<file path="config.mk">
export PLATFORM = sky130hd
export DESIGN_NAME = fw_load_ctrl
export DESIGN_NICKNAME = d
export VERILOG_FILES = /design/src/rtl/fw_load_ctrl.sv
export SDC_FILE = /design/constraint.sdc
export NUM_CORES = 1
export LEC_CHECK = 0
export ABC_CLOCK_PERIOD_IN_PS = 2520
export CAP_MARGIN = 20
export CORE_MARGIN = 10
export CORE_UTILIZATION = 45
export DETAILED_ROUTE_END_ITERATION = 16
export MAX_ROUTING_LAYER = met4
export PLACE_DENSITY_LB_ADDON = 0.05
export SLEW_MARGIN = 10
export SYNTH_ARGS = -nofsm -noshare
export SYNTH_HDL_FRONTEND = slang
export SYNTH_SLANG_ARGS = --single-unit
</file>
<file path="constraint.sdc">
create_clock -name clk -period 2.52 [get_ports clk]
set_input_delay 0.378 -clock clk [delete_from_list [all_inputs] [get_ports clk]]
set_output_delay 0.378 -clock clk [all_outputs]
set_load 0.02 [all_outputs]
</file>
<file path="src/rtl/fw_load_ctrl.sv">
// Firmware loader: decodes framed UART load commands into instruction/data memory writes,
// holding the core in reset and owning the shared data-memory port while a load runs.
module fw_load_ctrl #(
  parameter int          IMEM_WORDS = 256,
  parameter int          DMEM_WORDS = 256,
  parameter logic [31:0] DMEM_BASE  = 32'h0000_0000,
  parameter logic [31:0] TIMEOUT    = 32'd50_000_000,
  localparam int         AW         = (IMEM_WORDS > 1) ? $clog2(IMEM_WORDS) : 1
) (
  input  logic          clk,
  input  logic          reset,
  input  logic [7:0]    rx_data,
  input  logic          rx_valid,
  input  logic          core_we,
  input  logic [1:0]    core_mem_ctrl,
  input  logic [31:0]   core_addr,
  input  logic [31:0]   core_wdata,
  output logic          mem_we,
  output logic [1:0]    mem_ctrl,
  output logic [31:0]   mem_addr,
  output logic [31:0]   mem_wdata,
  output logic          imem_we,
  output logic [AW-1:0] imem_addr,
  output logic [31:0]   imem_wdata,
  output logic          core_run,
  output logic          busy,
  output logic          load_done,
  output logic          load_err
);

  typedef enum logic [2:0] {IDLE, LEN0, LEN1, DATA, CSUM, ERR} state_t;

  localparam logic [7:0] MAGIC_IMEM = 8'hA5;
  localparam logic [7:0] MAGIC_DMEM = 8'h5A;

  state_t      state, state_nxt;
  logic        tgt_imem;
  logic [15:0] cnt, idx, wr_idx;
  logic [7:0]  csum;
  logic [1:0]  bcnt;
  logic [31:0] shreg, wr_data, timer, lim;
  logic        imem_we_r, dmem_we_r;
  logic        is_magic, tmo, last_word;
  logic [15:0] n_req;

  assign is_magic  = (rx_data == MAGIC_IMEM) || (rx_data == MAGIC_DMEM);
  assign n_req     = {rx_data, cnt[7:0]};
  assign lim       = tgt_imem ? 32'(IMEM_WORDS) : 32'(DMEM_WORDS);
  assign last_word = (bcnt == 2'd3) && ((idx + 16'd1) == cnt);
  // A byte arriving on the terminal-count cycle wins over the timeout.
  assign tmo       = (state != IDLE) && (state != ERR) && !rx_valid && (timer == TIMEOUT - 32'd1);

  always_comb begin
    state_nxt = state;
    case (state)
      IDLE: if (rx_valid && is_magic) state_nxt = LEN0;
      LEN0: if (rx_valid) state_nxt = LEN1;
      LEN1: if (rx_valid) begin
        if ({16'd0, n_req} > lim) state_nxt = ERR;
        else if (n_req == 16'd0)  state_nxt = CSUM;
        else                      state_nxt = DATA;
      end
      DATA: if (rx_valid && last_word) state_nxt = CSUM;
      CSUM: if (rx_valid) state_nxt = (rx_data == csum) ? IDLE : ERR;
      ERR:  state_nxt = IDLE;
      default: state_nxt = IDLE;
    endcase
    if (tmo) state_nxt = ERR;
  end

  always_ff @(posedge clk) begin
    if (!reset) begin
      state     <= IDLE;
      tgt_imem  <= 1'b0;
      cnt       <= '0;
      idx       <= '0;
      wr_idx    <= '0;
      csum      <= '0;
      bcnt      <= '0;
      shreg     <= '0;
      wr_data   <= '0;
      timer     <= '0;
      imem_we_r <= 1'b0;
      dmem_we_r <= 1'b0;
      core_run  <= 1'b1;
      load_done <= 1'b0;
      load_err  <= 1'b0;
    end else begin
      state     <= state_nxt;
      imem_we_r <= 1'b0;
      dmem_we_r <= 1'b0;
      load_done <= 1'b0;
      timer     <= (state == IDLE || rx_valid) ? 32'd0 : timer + 32'd1;
      case (state)
        IDLE: if (rx_valid && is_magic) begin
          core_run <= 1'b0;
          load_err <= 1'b0;
          tgt_imem <= (rx_data == MAGIC_IMEM);
          idx      <= '0;
          csum     <= '0;
          bcnt     <= '0;
        end
        LEN0: if (rx_valid) begin
          cnt[7:0] <= rx_data;
          csum     <= csum + rx_data;
        end
        LEN1: if (rx_valid) begin
          cnt[15:8] <= rx_data;
          csum      <= csum + rx_data;
        end
        DATA: if (rx_valid) begin
          shreg <= {rx_data, shreg[31:8]};
          csum  <= csum + rx_data;
          bcnt  <= bcnt + 2'd1;
          if (bcnt == 2'd3) begin
            wr_data   <= {rx_data, shreg[31:8]};
            wr_idx    <= idx;
            imem_we_r <= tgt_imem;
            dmem_we_r <= !tgt_imem;
            idx       <= idx + 16'd1;
          end
        end
        CSUM: if (rx_valid && rx_data == csum) begin
          core_run  <= 1'b1;
          load_done <= 1'b1;
        end
        ERR: load_err <= 1'b1;
        default: ;
      endcase
    end
  end

  assign busy       = (state != IDLE);
  assign imem_we    = imem_we_r;
  assign imem_addr  = wr_idx[AW-1:0];
  assign imem_wdata = wr_data;

  // Core owns the port while running; otherwise only loader write cycles reach memory.
  always_comb begin
    if (core_run) begin
      mem_we    = core_we;
      mem_ctrl  = core_mem_ctrl;
      mem_addr  = core_addr;
      mem_wdata = core_wdata;
    end else begin
      mem_we    = dmem_we_r;
      mem_ctrl  = 2'b10;
      mem_addr  = DMEM_BASE + {14'd0, wr_idx, 2'b00};
      mem_wdata = wr_data;
    end
  end

endmodule

</file>
==> results.cfg, run 1 <==
[synth]
async_flop_share = 0
synth-edff-count = 0
synth_seq_area_share = 0.3936
synth_top_cell_area_share = 0.3936
synth_area_per_cell_um2 = 8.153
synth.area.top_cells = dfxtp_1 (39%), nand2_1 (11%), a21boi_0 (9.3%), mux2_2 (7.0%), xor2_1 (3.1%)
yosysUniqueCellTypes = 56
yosysTopAreaCell = dfxtp_1
ys_top_cells_by_count = nand2_1 (231), dfxtp_1 (155), a21boi_0 (98)
netlist_area_um2 = 7884
synth_flop_cell = dfxtp_1
syn_inst = 967
ys_seq_elements = 155
yosysMostFrequentCell = nand2_1
yosysWarningCount = 0
synth_nets = 1056

[placement]
gp_congestion = 0.9033
dp_slack_ns = -0.3619
hpwl_mm = 16.38
io_buffers = 189

[detailed_routing]
wl_per_cell_um = 15.82
wl_mm = 22.31
drt_iter0_drc = 476
drc = 0
firstDrtPassIters = 4
ant_nets = 0
num_vias = 7223
vias_per_cell = 5.123

[power]
power.density_nw_per_um2 = 524.2
leakagePower_nw = 3.929
switchingPower_mw = 1.174
internal_power_mw = 4.653
pwr-share-clk = 0.495
pwr-share-comb = 0.084
p_seq_frac = 0.421
irDropWorstVdd_v = 0.0004268
p_sw_frac = 0.2015

[finish]
multi_input_area_um2 = 4496
area_growth_pct = 40.99
register_area_um2 = 3109
drive_above_1_share = 0.1494
nets = 1265
post-route-util = 0.6449
fillCellCount = 1533
diodes = 0

[floorplan]
die_width_um = 152.4
die_h_um = 152.4
io_pins = 190
core_um2 = 17240
initial_core_util = 0.4574
rows = 48
die_area_um2 = 23210

[timing]
slew-limit-headroom = 0.5756
setup_violations = 0
postLayoutSetupSlackWorst_ns = 0.07712
rsz0062_at_grt = true
fin_skew_ns = 0.005198
period_needed_ns = 2.443
clock.fmax_mhz = 409.4
drv_slew = 0
hold_viol = 0
worst_pin_slew_ns = 0.6366
min_period_over_period = 0.9694

[cts]
cts_htree_levels = 4
hold_buffers = 0
clk_pin_slew_ns = 0.06
clock_path_buffers = 2
root_buffer = clkbuf_16
cts_buffers = 17
cts_tree = done
insertion_delay_ns = 0.43
clock-sinks = 155

[setup_path]
cp.required_ns = 2.84
start_kind = register
r2r_cells = 8
crit_path_start = idx[0]
crit_end = state[0]
reg2reg_to = state[0]
end_kind = register
reg2reg_slack_ns = 0.08
crit_type = register to register
r2r_start = idx[0]
worst-path-max-fanout = 6
cp.arrival_ns = 2.76

[global_routing]
grt_antenna_before_repair = 0
grt_pass1_vias = 7032
grt_max_degree = 71
grt_usage = 0.1955
grt_pass1_wl_mm = 37.23
grt-ovfl-total = 0

[worst_hold_path]
hold_path_class = register to register

[outcome]
status = finished clean

[run]
max_cap_viol_count = 0
state kept, by name, summed over array words and instances, names as in the netlist:
signal / flops
imem_wdata: 32
timer: 32
shreg: 24
cnt: 16
idx: 16
wr_idx: 16
csum: 8
state: 3
bcnt: 2
core_run: 1
dmem_we_r: 1
imem_we: 1
load_done: 1
load_err: 1
tgt_imem: 1
power groups by stage:
| stage | logic (mW) | clock network, mW | registers (mW) |
|---|---|---|---|
| 2_1_floorplan | 0.202 | 0 | 2.51 |
| 5_1_grt | 0.520 | 3.04 | 2.45 |
| 4_1_cts | 0.493 | 2.92 | 2.45 |
| 3_3_place_gp | 0.488 | 0 | 2.51 |
| 3_5_place_dp | 0.491 | 0 | 2.51 |
| 6_report | 0.488 | 2.89 | 2.45 |
critical path, stage by stage (launching register included):
cell and delay, ns:
dfxtp_2 0.35, buf_4 0.14, and4_2 0.29, nand3_1 0.13, a2111oi_1 0.45, o22ai_1 0.19, a2111oi_4 0.35, o21ai_2 0.10
o311a_1 0.33
per-layer routing:
metal  GRT usage  part of all wire
met1      0.2596              0.49
met2      0.2944              0.45
met3     0.04121             0.042
met4     0.05319             0.012
met5           -                 0
layout make-up:
| cell class | count | share of cell area |
|---|---|---|
| multi-input cells | 726 | 0.4044 |
| flip-flops and latches | 155 | 0.2797 |
| repair buffers | 268 | 0.2285 |
| clock buffers | 21 | 0.04232 |
| well taps | 225 | 0.02533 |
| clock inverters | 7 | 0.01700 |
| inverters | 8 | 0.002701 |
stage by stage:
stage                     power, mW  hold slack, ns   TNS, ns  cell area [um^2]  instances
after floorplan               2.707          0.4034         0              7890        967
after global placement        2.993          0.4296   -0.8174             10370       1381
after detailed placement      2.997          0.4422   -0.9659             10370       1381
after CTS                     5.866          0.4558         0             11060       1409
after global routing          6.006          0.4630  -0.05833             11120       1410
final                         5.827          0.4531         0             11120       1410
cells by family after synthesis:
group | Yosys count | share of synthesized area
buf+inv | 86 | 0.04555
compound gates | 163 | 0.1465
xor+xnor | 53 | 0.06078
mux | 50 | 0.07126
flops | 155 | 0.3936
simple gates | 449 | 0.2639
fa+ha+maj | 11 | 0.01841
worst min-delay path by stage:
stage,start,end,depth (start not counted)
after floorplan,tgt_imem,dmem_we_r,1
after detailed placement,tgt_imem,dmem_we_r,1
final,tgt_imem,dmem_we_r,1
after global routing,tgt_imem,dmem_we_r,1
after global placement,tgt_imem,dmem_we_r,1
after CTS,tgt_imem,dmem_we_r,1
cell usage in the layout (no fill, tap or decap), types with 4 or more instances in the layout:
cell type	synthesis	final
ha_1	10	9
a31oi_1	5	5
mux2_2	49	49
nor4_1	11	9
nand4_1	17	17
bufinv_16	0	6
buf_12	0	4
xnor2_1	24	24
and4_1	7	6
dfxtp_2	0	5
a21boi_0	98	98
nor2b_1	11	11
nor3_1	18	17
nand3_1	36	36
nand2_1	231	230
clkdlybuf4s50_1	0	188
clkbuf_16	0	17
or3_1	5	5
a21oi_1	16	16
inv_1	8	8
nand3b_1	7	7
xor2_1	28	28
nor2_1	55	55
and2_1	27	26
and3_1	9	8
dfxtp_1	155	150
buf_4	8	74
o21ai_0	17	17
repair_timing:
item | in CTS | in global routing
hold endpoints to repair | 0 | 0
endpoints found under the setup margin | 2 | 2
gates resized for setup | 5 | 11
setup buffers | 0 | 1
pin swaps | 2 | 3
No activity file was read; power rests on OpenSTA's default activity.
==> run 2, diff against run 1 <==
--- a/config.mk
+++ b/config.mk
@@ -8,10 +8,11 @@
 export ABC_CLOCK_PERIOD_IN_PS = 2520
 export CAP_MARGIN = 20
 export CORE_MARGIN = 10
-export CORE_UTILIZATION = 45
+export CORE_UTILIZATION = 40
 export DETAILED_ROUTE_END_ITERATION = 16
 export MAX_ROUTING_LAYER = met4
 export PLACE_DENSITY_LB_ADDON = 0.05
+export SKIP_CTS_REPAIR_TIMING = 1
 export SLEW_MARGIN = 10
 export SYNTH_ARGS = -nofsm -noshare
 export SYNTH_HDL_FRONTEND = slang
==> run 2 against run 1 <==
Against the previous run:
- cell count is 2.3% higher
- worst setup slack worse by 0.024 ns
- power is 7.6% lower
- final area is 0.25% lower
- sequential power hardly changed
- count of clock-buffer cells in the layout is 1 higher
- first-iteration DRC count is 2.3% lower
- hold slack worse by 0.015 ns
- global-route usage is 2.0 points lower
==> results.cfg, run 2 (synthesis results as in run 1) <==
[setup_path]
end_kind = register
start_kind = register
r2r_start = idx[0]
crit_chain = ha_4, xor2_1, nor4_2, o211ai_1, or4_4, a2111oi_4, o21ai_2, o311a_1
crit_type = register to register
slowest_stage = or4_4
cp.required_ns = 2.83
worst-path-max-fanout = 3
crit_path_start = idx[0]
cp.arrival_ns = 2.78
cpPeakStageDelay_ns = 0.54

[placement]
placed_cell_area_um2 = 10370
place_inst = 1411
io_buffers = 189
hpwl_mm = 16.35
gp_congestion = 0.8234
dp_slack_ns = -0.4095

[finish]
fillCellCount = 1872
instances_no_fill = 1443
register_area_um2 = 3108
drive_above_1_share = 0.1460
final_cell_area_um2 = 11090
nets = 1255
final_common_cell = nand2_1
diodes = 0
layout_common_cells = nand2_1 (230), clkdlybuf4s50_1 (171), dfxtp_1 (151), a21boi_0 (98), buf_4 (64)
post-route-util = 0.5716
area_growth_pct = 40.64
multi_input_area_um2 = 4529

[detailed_routing]
firstDrtPassIters = 4
drt_iter0_drc = 465
num_vias = 7156
drc = 0
vias_per_cell = 4.959
wl_mm = 22.39
wl_per_cell_um = 15.52
ant_nets = 0

[cts]
clk_pin_slew_ns = 0.06
cts_htree_levels = 4
clock-sinks = 155
root_buffer = clkbuf_16
cts_buffers = 17
cts_tree = done
clock_path_buffers = 2
insertion_delay_ns = 0.43

[floorplan]
die_h_um = 160.4
io_pins = 190
core_um2 = 19400
die_width_um = 160.4
die_area_um2 = 25730
initial_core_util = 0.4064
rows = 51

[timing]
rsz0062_at_grt = true
min_period_over_period = 0.9790
hold_viol = 0
fin_skew_ns = 0.01154
setup_violations = 0
drv_slew = 0
slew-limit-headroom = 0.5725
period_needed_ns = 2.467
setup_tns_ns = 0
postLayoutSetupSlackWorst_ns = 0.05284
clock.fmax_mhz = 405.3
worst_pin_slew_ns = 0.6413

[worst_hold_path]
hold_path_class = input pin to register
hold_start = reset

[global_routing]
grt_usage = 0.1757
grt_pass1_wl_mm = 36.70
grt_antenna_before_repair = 0
grt_pass1_vias = 6875
grt_max_degree = 69
grt-ovfl-total = 0

[power]
power.density_nw_per_um2 = 485.5
leakagePower_nw = 3.996
irDropWorstVdd_v = 0.0004780

[outcome]
status = finished clean

[run]
max_cap_viol_count = 0
==> run 2: changes by cell type in the layout (fill, tap and decap cells not counted), moves of 2 or more <==
cell | before | now
clkdlybuf4s50_1 | 188 | 171
dlymetal6s2s_1 | 0 | 17
buf_4 | 74 | 64
bufinv_16 | 6 | 1
buf_12 | 4 | 6
buf_6 | 2 | 0
clkinv_2 | 0 | 2
clkinv_4 | 1 | 3
clkinvlp_4 | 0 | 2
==> run 2: worst max-delay path, delay by kind of cell, from the launching register on <==
family	cells	cell delay [ns]
XOR/XNOR	1	0.14
flip-flops	1	0.33
AO/OA/AOI/OAI	4	0.84
AND/OR/NAND/NOR	2	0.81
adder cells (fa/ha/maj)	1	0.24
==> run 2: through the flow <==
step,power (mW),hold slack (ns)
final,5.383,0.4384
after global routing,5.595,0.4731
after CTS,5.447,0.4570
after detailed placement,2.999,0.4497
after global placement,2.998,0.4457
after floorplan,2.707,0.4034
==> run 2: final timing paths <==
path	depth (start not counted)	endpoint	slack [ns]
hold / removal	2	core_run	0.44
hold reg to reg	2	wr_idx[9]	0.46
setup / recovery	8	state[0]	0.05
setup reg to reg	8	state[0]	0.05
==> run 2: routing by layer <==
metal | wire length [um] | vias up | share of wire | GRT usage
li1 | - | 3701 | - | -
met1 | 11460 | 3256 | 0.51 | 0.2385
met2 | 9749 | 180 | 0.44 | 0.2569
met3 | 938 | 19 | 0.042 | 0.04090
met4 | 249 | 0 | 0.011 | 0.04591
met5 | 0 | - | 0 | -
==> run 2: area by class of cell <==
cell class | instances | share of cell area
clock buffer | 22 | 0.04277
clock inverter | 9 | 0.008125
inverter | 8 | 0.002708
multi-input combinational | 726 | 0.4085
sequential | 155 | 0.2803
tap | 265 | 0.02990
timing repair buffer | 258 | 0.2277
==> run 2: power breakdown <==
part	switching, mW	internal, mW	total (mW)
Combinational	0.203	0.285	0.488
Clock	1.01	1.44	2.44
Sequential	0.000785	2.45	2.45
==> run 3, diff against run 2 <==
--- a/config.mk
+++ b/config.mk
@@ -5,12 +5,13 @@
 export SDC_FILE = /design/constraint.sdc
 export NUM_CORES = 1
 export LEC_CHECK = 0
+export ABC_AREA = 1
 export ABC_CLOCK_PERIOD_IN_PS = 2520
 export CAP_MARGIN = 20
 export CORE_MARGIN = 10
 export CORE_UTILIZATION = 40
+export CTS_CLUSTER_DIAMETER = 30
 export DETAILED_ROUTE_END_ITERATION = 16
-export MAX_ROUTING_LAYER = met4
 export PLACE_DENSITY_LB_ADDON = 0.05
 export SKIP_CTS_REPAIR_TIMING = 1
 export SLEW_MARGIN = 10
==> run 3 against run 2 <==
Against the previous run:
- combinational power rose to 2.8 times the previous value
- clock skew fell by 0.0049 ns
- sequential power rose by 9.0%
- non-clock buffer count fell by 34
==> results.cfg, run 3 <==
[outcome]
status = finished clean

[timing]
worst_pin_slew_ns = 0.8659
setup_violations = 0
rsz0062_at_grt = false
min_period_over_period = 0.9665
hold_viol = 0
drv_slew = 0
fin_skew_ns = 0.006691
period_needed_ns = 2.436
slew-limit-headroom = 0.4221
clock.fmax_mhz = 410.6

[setup_path]
end_kind = output pin
crit_type = register to output pin
cpPeakStageDelay_ns = 0.54
cp.required_ns = 2.14
cp.arrival_ns = 2.06
start_kind = register
worst-path-max-fanout = 12
r2r_cells = 14
slowest_stage = clkdlybuf4s50_1
crit_chain = buf_6, mux2_2, clkdlybuf4s50_1

[global_routing]
grt_antenna_before_repair = 0
grt-ovfl-total = 0
grt_max_degree = 94
grt_pass1_vias = 7141
grt_usage = 0.1767
grt_pass1_wl_mm = 37.88

[power]
switchingPower_mw = 1.972
pwr-share-comb = 0.204
p_sw_frac = 0.2987
p_seq_frac = 0.404
internal_power_mw = 4.629
leakagePower_nw = 4.128
pwr-share-clk = 0.391
power.total_mw = 6.601
irDropWorstVdd_v = 0.0005939
power.density_nw_per_um2 = 614.1

[finish]
layout_common_cells = nand2_1 (194), clkdlybuf4s50_1 (188), dfxtp_1 (154), inv_1 (131), a21oi_1 (118)
multi_input_area_um2 = 3996
nets = 1376
final_common_cell = nand2_1
area_growth_pct = 36.97
drive_above_1_share = 0.1092
fillCellCount = 1922
post-route-util = 0.5541
instances_no_fill = 1565
register_area_um2 = 3107
diodes = 0

[synth]
yosysTopAreaCell = dfxtp_1
synth_flop_cell = dfxtp_1
yosysMostFrequentCell = nand2_1
synth-edff-count = 0
synth_seq_area_share = 0.3954
synth.area.top_cells = dfxtp_1 (40%), nand2_1 (9.3%), a21oi_1 (7.5%), o21ai_0 (7.1%), inv_1 (6.3%)
ys_top_cells_by_count = nand2_1 (194), dfxtp_1 (155), inv_1 (131)
yosysWarningCount = 0
netlist_area_um2 = 7848
synth_area_per_cell_um2 = 7.167
syn_inst = 1095
async_flop_share = 0
synth_top_cell_area_share = 0.3954
yosysUniqueCellTypes = 39
synth_nets = 1184
ys_seq_elements = 155

[placement]
place_inst = 1532
hpwl_mm = 17.73
io_buffers = 189
gp_congestion = 0.8959

[worst_hold_path]
hold_path_class = register to register
whs_path_depth = 2

[floorplan]
rows = 51
io_pins = 190
core_um2 = 19400
die_area_um2 = 25620
die_h_um = 160.1
die_width_um = 160.1
initial_core_util = 0.4045

[detailed_routing]
drc = 0
drt_iter0_drc = 526
ant_nets = 0
wl_mm = 23.61
firstDrtPassIters = 5
vias_per_cell = 4.904
wl_per_cell_um = 15.09
num_vias = 7675

[cts]
clock-sinks = 155
clk_pin_slew_ns = 0.06
cts_htree_levels = 4
clock_path_buffers = 2
cts_buffers = 17
root_buffer = clkbuf_16
cts_tree = done
insertion_delay_ns = 0.43

[run]
max_cap_viol_count = 0
[run 3: path summary, 6_finish.rpt]
| path | slack (ns) | start | to |
|---|---|---|---|
| min | 0.46 | shreg[8] | shreg[8] |
| max | 0.08 | core_run | mem_addr[6] |
| min reg2reg | 0.46 | shreg[8] | shreg[8] |
| max reg2reg | 0.27 | idx[0] | state[1] |
[run 3: routing by layer]
| layer | global-route usage | vias up | wire (um) |
|---|---|---|---|
| met5 | 0 | - | 0 |
| met4 | 0.04299 | 0 | 266 |
| met3 | 0.04139 | 23 | 1243 |
| met2 | 0.2798 | 191 | 10800 |
| met1 | 0.2371 | 3443 | 11300 |
| li1 | - | 4018 | - |
[run 3: cell families after synthesis]
group | count (synthesis) | share of synthesized area
AOI/OAI and AO/OA | 244 | 0.1602
xor gates and xnor gates | 7 | 0.007813
adders and majority gates | 11 | 0.01849
buffers and inverters | 190 | 0.09566
DFF | 155 | 0.3954
muxes | 38 | 0.05453
and+or+nand+nor | 450 | 0.2679
[run 3: cell type report]
| cell class | count | area share |
|---|---|---|
| Clock buffer | 18 | 0.03993 |
| Clock inverter | 14 | 0.01490 |
| Inverter | 139 | 0.04854 |
| Multi-Input combinational cell | 750 | 0.3718 |
| Sequential cell | 155 | 0.2890 |
| Tap cell | 265 | 0.03085 |
| Timing Repair Buffer | 224 | 0.2050 |
[run 3: stage by stage]
step	hold slack, ns	TNS [ns]	instance area (um^2)	worst slack (ns)
final	0.4582	0	10750	0.08448
after global routing	0.4822	0	10750	0.02060
after CTS	0.4596	-0.003797	10740	-0.003797
after detailed placement	0.4499	-0.03491	10150	-0.03491
after global placement	0.4340	0	10150	0.01666
after floorplan	0.4096	0	7848	0.6520
[run 3: power by group through the flow]
stage	Combinational (mW)	Sequential [mW]	Clock (mW)
2_1_floorplan	0.829	2.69	0
3_3_place_gp	1.33	2.72	0
3_5_place_dp	1.35	2.72	0
4_1_cts	1.36	2.67	2.63
5_1_grt	1.50	2.68	2.74
6_report	1.35	2.67	2.58
[run 3: worst max-delay path: cells and delay by family (launching register included)]
family | cells | cell delay [ns]
buf+inv | 2 | 0.77
flops | 1 | 0.51
mux | 1 | 0.35
